**config.mk**
```make
export PLATFORM = sky130hd
export DESIGN_NAME = fp_add_sequencer
export DESIGN_NICKNAME = d
export VERILOG_FILES = /design/src/rtl/fp_add_sequencer_pkg.sv /design/src/rtl/fp_add_sequencer_watchdog.sv /design/src/rtl/fp_add_sequencer.sv
export SDC_FILE = /design/constraint.sdc
export NUM_CORES = 1
export LEC_CHECK = 0
export BUFFER_PORTS_ARGS = -buffer_cell sky130_fd_sc_hd__buf_2
export CAP_MARGIN = 15
export CORE_MARGIN = 4
export CORE_UTILIZATION = 29
export DETAILED_ROUTE_END_ITERATION = 10
export PLACE_DENSITY = 0.89
export RECOVER_POWER = 50
export REMOVE_ABC_BUFFERS = 1
export SYNTH_ARGS = -nofsm -noshare
export SYNTH_HDL_FRONTEND = slang
export SYNTH_SLANG_ARGS = --single-unit
export TNS_END_PERCENT = 1
```
**constraint.sdc**
```tcl
create_clock -name clk -period 1.6 [get_ports clk]
set_input_delay 0.24 -clock clk [delete_from_list [all_inputs] [get_ports clk]]
set_output_delay 0.24 -clock clk [all_outputs]
set_load 0.02 [all_outputs]
```
**src/rtl/fp_add_sequencer_pkg.sv**
```systemverilog
// fp_add_sequencer_pkg: FSM encoding and default geometry shared by the
// add sequencer and its watchdog.
package fp_add_sequencer_pkg;

  localparam int DEF_RADIX  = 32;
  localparam int DEF_DIGITS = 14;

  typedef enum logic [2:0] {
    IDLE   = 3'd0,
    START  = 3'd1,
    FEED   = 3'd2,
    DRAIN  = 3'd3,
    REPORT = 3'd4
  } state_e;

endpackage

```
**src/rtl/fp_add_sequencer_watchdog.sv**
```systemverilog
// seq_watchdog: cycle counter that flags the last allowed cycle of a
// command so the sequencer can abort into REPORT on the next edge.
module seq_watchdog #(
  parameter int TIMEOUT = 64
) (
  input  logic clk,
  input  logic rst,
  input  logic clr_i,
  input  logic run_i,
  output logic expired_o
);

  localparam int W = $clog2(TIMEOUT + 1);

  logic [W-1:0] cnt_q, cnt_d;

  always_comb begin
    cnt_d = cnt_q;
    if (clr_i) begin
      cnt_d = '0;
    end else if (run_i) begin
      cnt_d = cnt_q + 1'b1;
    end
  end

  always_ff @(posedge clk or posedge rst) begin
    if (rst) begin
      cnt_q <= '0;
    end else begin
      cnt_q <= cnt_d;
    end
  end

  // Counter equals the number of run cycles already elapsed.
  assign expired_o = run_i && (cnt_q == W'(TIMEOUT - 1));

endmodule

```
**src/rtl/fp_add_sequencer.sv**
```systemverilog
// fp_add_sequencer: feeds operand digits into the add/compare datapath and
// collects result digits. Define FP_ADD_SEQ_WATCHDOG_EN for a timeout abort.
module fp_add_sequencer
  import fp_add_sequencer_pkg::*;
#(
  parameter int RADIX  = DEF_RADIX,
  parameter int DIGITS = DEF_DIGITS,
  parameter int ADDR_W = $clog2(DIGITS)
`ifdef FP_ADD_SEQ_WATCHDOG_EN
  ,
  parameter int TIMEOUT = 64
`endif
) (
  input  logic              clk,
  input  logic              rst,
  input  logic              cmd_valid,
  input  logic              cmd_carry_in,
  output logic              cmd_ready,
  output logic              cmd_done,
  output logic              cmd_carry_out,
  output logic              cmd_gt_const,
  output logic              cmd_err,
  output logic [ADDR_W-1:0] op_rd_addr,
  input  logic [RADIX-1:0]  op_a_dout,
  input  logic [RADIX-1:0]  op_b_dout,
  output logic              add_start,
  output logic              add_carry_in,
  output logic              add_digit_in_valid,
  output logic [RADIX-1:0]  add_digit_a,
  output logic [RADIX-1:0]  add_digit_b,
  input  logic              add_digit_out_valid,
  input  logic [RADIX-1:0]  add_digit_res,
  input  logic              add_gt_const,
  input  logic              add_carry_out,
  input  logic              add_done,
  output logic              res_wr_en,
  output logic [ADDR_W-1:0] res_wr_addr,
  output logic [RADIX-1:0]  res_wr_data
);

  localparam int CW = ADDR_W + 1;
  localparam logic [CW-1:0] LAST = CW'(DIGITS);

  state_e state_q, state_d;
  logic [CW-1:0] icnt_q, icnt_d;
  logic [CW-1:0] wcnt_q, wcnt_d;
  logic carry_q, carry_d;
  logic ovf_q, ovf_d;
  logic co_q, co_d;
  logic gt_q, gt_d;
  logic err_q, err_d;
  logic accept, running, issue, tout, wd_exp;

  assign accept  = (state_q == IDLE) && cmd_valid;
  assign running = (state_q == START) || (state_q == FEED)
                || (state_q == DRAIN);
  assign issue   = (state_q == START)
                || ((state_q == FEED) && (icnt_q != LAST));

`ifdef FP_ADD_SEQ_WATCHDOG_EN
  seq_watchdog #(
    .TIMEOUT(TIMEOUT)
  ) u_wd (
    .clk      (clk),
    .rst      (rst),
    .clr_i    (accept),
    .run_i    (running),
    .expired_o(wd_exp)
  );
`else
  assign wd_exp = 1'b0;
`endif

  // A done in the same cycle as expiry counts as a normal finish.
  assign tout = wd_exp && !add_done;

  always_ff @(posedge clk or posedge rst) begin
    if (rst) begin
      state_q <= IDLE;
    end else begin
      state_q <= state_d;
    end
  end

  always_comb begin
    state_d = state_q;
    unique case (state_q)
      IDLE:    if (cmd_valid) state_d = START;
      START:   state_d = FEED;
      FEED:    if (icnt_q == LAST) state_d = DRAIN;
      DRAIN:   state_d = DRAIN;
      REPORT:  state_d = IDLE;
      default: state_d = IDLE;
    endcase
    if (running && (add_done || tout)) begin
      state_d = REPORT;
    end
  end

  always_comb begin
    cmd_ready          = (state_q == IDLE);
    cmd_done           = (state_q == REPORT);
    add_start          = (state_q == START);
    add_carry_in       = add_start && carry_q;
    add_digit_in_valid = (state_q == FEED);
    add_digit_a        = add_digit_in_valid ? op_a_dout : '0;
    add_digit_b        = add_digit_in_valid ? op_b_dout : '0;
    op_rd_addr         = issue ? icnt_q[ADDR_W-1:0] : '0;
    res_wr_en          = running && add_digit_out_valid
                      && (wcnt_q != LAST);
    res_wr_addr        = res_wr_en ? wcnt_q[ADDR_W-1:0] : '0;
    res_wr_data        = res_wr_en ? add_digit_res : '0;
  end

  assign cmd_carry_out = co_q;
  assign cmd_gt_const  = gt_q;
  assign cmd_err       = err_q;

  always_comb begin
    carry_d = carry_q;
    icnt_d  = icnt_q;
    wcnt_d  = wcnt_q;
    ovf_d   = ovf_q;
    co_d    = co_q;
    gt_d    = gt_q;
    err_d   = err_q;
    if (accept) begin
      carry_d = cmd_carry_in;
      icnt_d  = '0;
      wcnt_d  = '0;
      ovf_d   = 1'b0;
      co_d    = 1'b0;
      gt_d    = 1'b0;
      err_d   = 1'b0;
    end
    if (issue) begin
      icnt_d = icnt_q + 1'b1;
    end
    if (running && add_digit_out_valid) begin
      if (wcnt_q == LAST) begin
        ovf_d = 1'b1;
      end else begin
        wcnt_d = wcnt_q + 1'b1;
      end
    end
    if (running && add_done) begin
      co_d = add_carry_out;
      gt_d = add_gt_const;
    end
    // Early done (before DRAIN) is an error even if the count matches.
    if (running && (state_d == REPORT)) begin
      err_d = (wcnt_d != LAST) || ovf_d || tout
           || (state_q != DRAIN);
    end
  end

  always_ff @(posedge clk or posedge rst) begin
    if (rst) begin
      icnt_q  <= '0;
      wcnt_q  <= '0;
      carry_q <= 1'b0;
      ovf_q   <= 1'b0;
      co_q    <= 1'b0;
      gt_q    <= 1'b0;
      err_q   <= 1'b0;
    end else begin
      icnt_q  <= icnt_d;
      wcnt_q  <= wcnt_d;
      carry_q <= carry_d;
      ovf_q   <= ovf_d;
      co_q    <= co_d;
      gt_q    <= gt_d;
      err_q   <= err_d;
    end
  end

endmodule

```
# Yosys cells after proc, flatten, opt, wreduce, memory -nomap -nowiden
# Index checks and enable logic that the tools add are counted.
dict set report op_classes {
  mux 21
  eq_ne 11
  n_addsub 2
  n_reduce_logical 16
}
# cell n
set ops {}
lappend ops {{$mux W32} 3}
lappend ops {{$mux W5} 5}
lappend ops {{$ne A5 B4 Y1 const B} 3}
lappend ops {{$pmux W3 S4} 1}
lappend ops {{$add A5 B1 Y5 const B} 2}
lappend ops {{$eq A5 B4 Y1 const B} 2}
lappend ops {{$mux W3} 3}
lappend ops {{$mux W4} 2}
lappend ops {{$logic_and A1 B1 Y1} 7}
lappend ops {{$mux W1} 7}
lappend ops {{$eq A3 B2 Y1 const B} 2}
lappend ops {{$eq A3 B3 Y1 const B} 2}
lappend ops {{$reduce_bool A2 Y1} 3}
lappend ops {{$logic_or A1 B1 Y1} 5}
lappend ops {{$eq A3 B1 Y1 const B} 1}
lappend ops {{$logic_not A3 Y1} 1}
lappend ops {{$ne A3 B2 Y1 const B} 1}
dict set report word_totals {
  elab_cells 58
  register_bits 18
}

# Depth between registers and ports, before layout
dict set report logic_depth {
  depth_word 9
  depth_mapped 9
  ltp_nobuf 8
}

# Least setup slack after synthesis
# OpenSTA, ideal clock, no wires.
dict set report synth_timing {
  path_type {reg-to-output}
  start {reg state_q[1]}
  end {out op_rd_addr[1]}
  t_required_ns 1.360
  path_slack_ns -0.417
  n_path_buf 1
  stages_incl_launch_ff 5
  t_arrival_ns 1.777
  cell_sequence {dfrtp_1 > nor3b_1 > a21oi_1 > buf_2 > nor2b_1}
}
# element line_no
set synth_lines {}
lappend synth_lines {{from (decl)} fp_add_sequencer.sv:44} ;# state_e state_q, state_d;
lappend synth_lines {{from (signal assigned)} fp_add_sequencer.sv:81} ;# state_q <= state_d;
lappend synth_lines {{$eq A3 B1 Y1} n/a}
lappend synth_lines {{named net add_start} fp_add_sequencer.sv:26} ;# output logic add_start,
lappend synth_lines {{$logic_or A1 B1 Y1} fp_add_sequencer.sv:58} ;# || ((state_q == FEED) && (icnt_q != LAST));
lappend synth_lines {{$mux W4} fp_add_sequencer.sv:108} ;# op_rd_addr = issue ? icnt_q[ADDR_W-1:0] : '0;
lappend synth_lines {{to (decl)} fp_add_sequencer.sv:23} ;# output logic [ADDR_W-1:0] op_rd_addr,
# The timed path passes the listed nets, and every way through them passes these cells.

# Worst setup path after layout
dict set report layout_timing {
  start {reg wcnt_q[0]}
  end {out res_wr_data[6]}
}
dict set report layout_via {
  elab_chain_len 3
}
# element line_no
set layout_rtl {}
lappend layout_rtl {{from (decl)} fp_add_sequencer.sv:46} ;# logic [CW-1:0] wcnt_q, wcnt_d;
lappend layout_rtl {{from (signal assigned)} fp_add_sequencer.sv:168} ;# wcnt_q <= wcnt_d;
lappend layout_rtl {{$ne A5 B4 Y1} fp_add_sequencer.sv:110} ;# && (wcnt_q != LAST);
lappend layout_rtl {{$logic_and A1 B1 Y1} fp_add_sequencer.sv:110}
lappend layout_rtl {{$mux W32} fp_add_sequencer.sv:112} ;# res_wr_data = res_wr_en ? add_digit_res : '0;
lappend layout_rtl {{to (decl)} fp_add_sequencer.sv:38} ;# output logic [RADIX-1:0] res_wr_data
# Every way passes these cells.

==> out/summary.txt <==
top cell type's share of synthesized area -> 37.7%
share of layout cells above drive strength 1 -> 67.2%
Simple-Gate Fraction of Synth Area -> 53.8%
setup ws final -> -0.306 ns
clock power share -> 8.8%
mean area per synthesized cell -> 7.84 um^2
endpoints failing setup -> 114
H-tree level count -> 1
FF-to-FF setup slack -> -0.26 ns
Crit Path Max Fanout -> 19
Setup TNS -> -29.19 ns
Pleak -> 0.00214 uW
Syn Inst Count -> 214
post-synthesis mux area share -> 1.86%
Synth async-reset ratio -> 100%
initial antenna violation count -> 0
most area-consuming cells after synthesis -> and2_1 38%, dfrtp_1 27%, ha_1 3.0%
largest net degree at the start of global routing -> 34
highest routed layer -> met4
Remaining DRCs -> 0
# rows -> 27
global-route wire length before repair -> 13200 um
Switching Fraction -> 44.8%
wire per inst -> 17.3 um
synthesized flop and latch total -> 18
chip width -> 84.1 um
Netlist cell types -> 35
Setup crit start kind -> flip-flop
CTS tree -> built
failing checks -> setup timing
xor and xnor fraction of the mapped netlist area -> 0.522%
clk sink count -> 18
synth warn -> 0
post-route antenna net violation count -> 0
WL final -> 9140 um
max-cap violation count -> 0
met2 WL -> 5190 um
grt total ovfl -> 0
clock transition at the registers of the reported paths -> 0.07 ns
die boundary height -> 84.1 um
Global Route Usage Sum -> 23.1%
Met3 Routed Length -> 655 um
fmax -> 525 MHz
switching power -> 2050 uW
Comb power frac -> 75.2%
# hold bufs at CTS -> 0
Int Power -> 2520 uW
CP endpoint kind -> output pin
vias in the first global route -> 2562
Layout Skew -> 0.00136 ns
unrepaired setup endpoints after global routing -> true
area leader, netlist -> and2_1
Data arrival, critical path -> 1.67 ns
HPWL Detailed -> 5800 um
Detailed Routing Iterations Pass 1 -> 5
Sequential Power Share -> 16.0%
diodes inserted -> 0
Seq/Total Area, Yosys -> 26.8%
Max Slew Vio Count -> 0
I/O pin count -> 217
Post-synth EDFFs -> 0
vias -> 2563
Top FF cell, synth -> dfrtp_1
Slew Limit Headroom -> 52.6%
root buffer cell -> clkbuf_8
status -> finished, violations left
Initial Util -> 30.1%
die area -> 7070 um^2
nets -> 566
Clock Latency Late Sink -> 0.27 ns
Core Box Area -> 5570 um^2
area growth from synthesis to layout -> 125%
number of buffers created by CTS -> 3
CP Class -> reg2out
Compound-Gate Fraction of Synth Area -> 9.02%
vias per inst -> 4.84
endpoints failing hold -> 0
critical path required time -> 1.36 ns
initial DRC count -> 112
WL met1 -> 3090 um
largest family of logic cells by synthesized area -> simple AND/OR/NAND/NOR gates
Clock Path Buffers -> 2
final worst path period share -> 119%
number of port buffers -> 216
area share of fa/ha/maj cells after synthesis -> 2.98%
cell area power density -> 1210 nW/um^2
Slew @ Worst Pin -> 0.711 ns
worst hold margin -> 0.0714 ns
post-layout min period -> 1.91 ns
gpl congestion -> 0.802
Peak VDD IR -> 970 uV
Post-Syn Area -> 1680 um^2
hold crit path type -> in2async
[cell usage after synthesis, types with 3 or more instances]
cell type	instances
nor2b_1	5
and2_1	101
nand3_1	10
nand2_1	13
ha_1	4
clkbuf_1	8
nor2_1	5
dfrtp_1	18
inv_1	6
a32oi_1	3
buf_2	3
o21ai_0	8
[flip-flops by register name, summed over array words and instances (netlist names)]
signal         count
carry_q            1
cmd_carry_out      1
ovf_q              1
cmd_gt_const       1
icnt_q             5
cmd_err            1
wcnt_q             5
state_q            3
[per-layer routing]
| layer | vias to the layer above | global-route usage [%] |
|---|---|---|
| met5 | - | 0 |
| met4 | 0 | 8.63 |
| met3 | 19 | 5.13 |
| met2 | 127 | 44.5 |
| met1 | 1238 | 23.8 |
| li1 | 1179 | - |
[worst paths after layout]
check	end	cells after the start	start
min in group clk	cmd_gt_const$_DFFE_PP0P_	3	add_gt_const
setup reg to reg	cmd_err$_DFFE_PP0P_	8	wcnt_q[0]$_DFF_PP0_
max in group asynchronous	wcnt_q[1]$_DFF_PP0_	2	rst
setup / recovery	res_wr_data[6]	8	wcnt_q[0]$_DFF_PP0_
hold reg to reg	icnt_q[4]$_DFFE_PP0P_	1	icnt_q[4]$_DFFE_PP0P_
hold / removal	carry_q$_DFFE_PP0P_	2	rst
[metrics by stage]
step / instance area [um^2] / utilization, % / total power [uW] / instances / worst slack [ns]
after floorplan: 1620 / - / 2100 / 201 / -3.24
after global routing: 3780 / 67.8 / 4810 / 529 / -0.351
final: 3780 / 67.8 / 4570 / 529 / -0.306
after global placement: 2960 / 53.1 / 3040 / 507 / -0.0717
after CTS: 3610 / 64.8 / 4180 / 521 / -0.260
after detailed placement: 2960 / 53.1 / 3130 / 507 / -0.189
[kinds of logic (layout without fill, tap and decap cells)]
group | after synthesis | in the layout
buffers and inverters | 20 | 263
XOR/XNOR | 1 | 1
flip-flops | 18 | 18
multiplexers | 3 | 3
adder cells (fa/ha/maj) | 4 | 4
AND/OR/NAND/NOR | 147 | 147
AO/OA/AOI/OAI | 21 | 21
[worst max-delay path, stage by stage, from the launching register on]
cell and delay [ns]:
dfrtp_1 0.40, inv_2 0.09, ha_4 0.15, nand4b_4 0.11, nand3_4 0.13, inv_6 0.06, buf_12 0.14, and2_1 0.15
buf_2 0.15
[layout make-up]
type	count	area [um^2]
Timing Repair Buffer	252	1870
Fill cell	399	1800
Multi-Input combinational cell	176	1270
Sequential cell	18	455
Tap cell	72	90.1
Clock buffer	4	55.1
Inverter	7	31.3
[timing repair]
item | 4_1_cts | 5_1_grt
pin swaps | 18 | 16
resized for setup | 157 | 40
cloned | 2 | 0
buffers inserted | 8 | 8
endpoints found under the hold margin | 0 | 0
setup endpoints to repair | 113 | 116
[cells in the final DEF (no fill, tap or decap), types with 5 or more instances in the layout]
cell,n
buf_4,32
nand3_1,10
nor2b_1,5
buf_6,73
buf_2,143
and2_1,72
and2_4,29
o21ai_0,7
dfrtp_1,14
nand2_1,13
[power by group through the flow]
stage | clock network (uW) | logic, uW | registers (uW)
3_5_place_dp | 0 | 2420 | 706
4_1_cts | 399 | 3070 | 710
6_report | 403 | 3430 | 728
5_1_grt | 425 | 3640 | 745
3_3_place_gp | 0 | 2340 | 694
2_1_floorplan | 0 | 1350 | 751
Note: power is estimated with default switching activity, not from simulation.
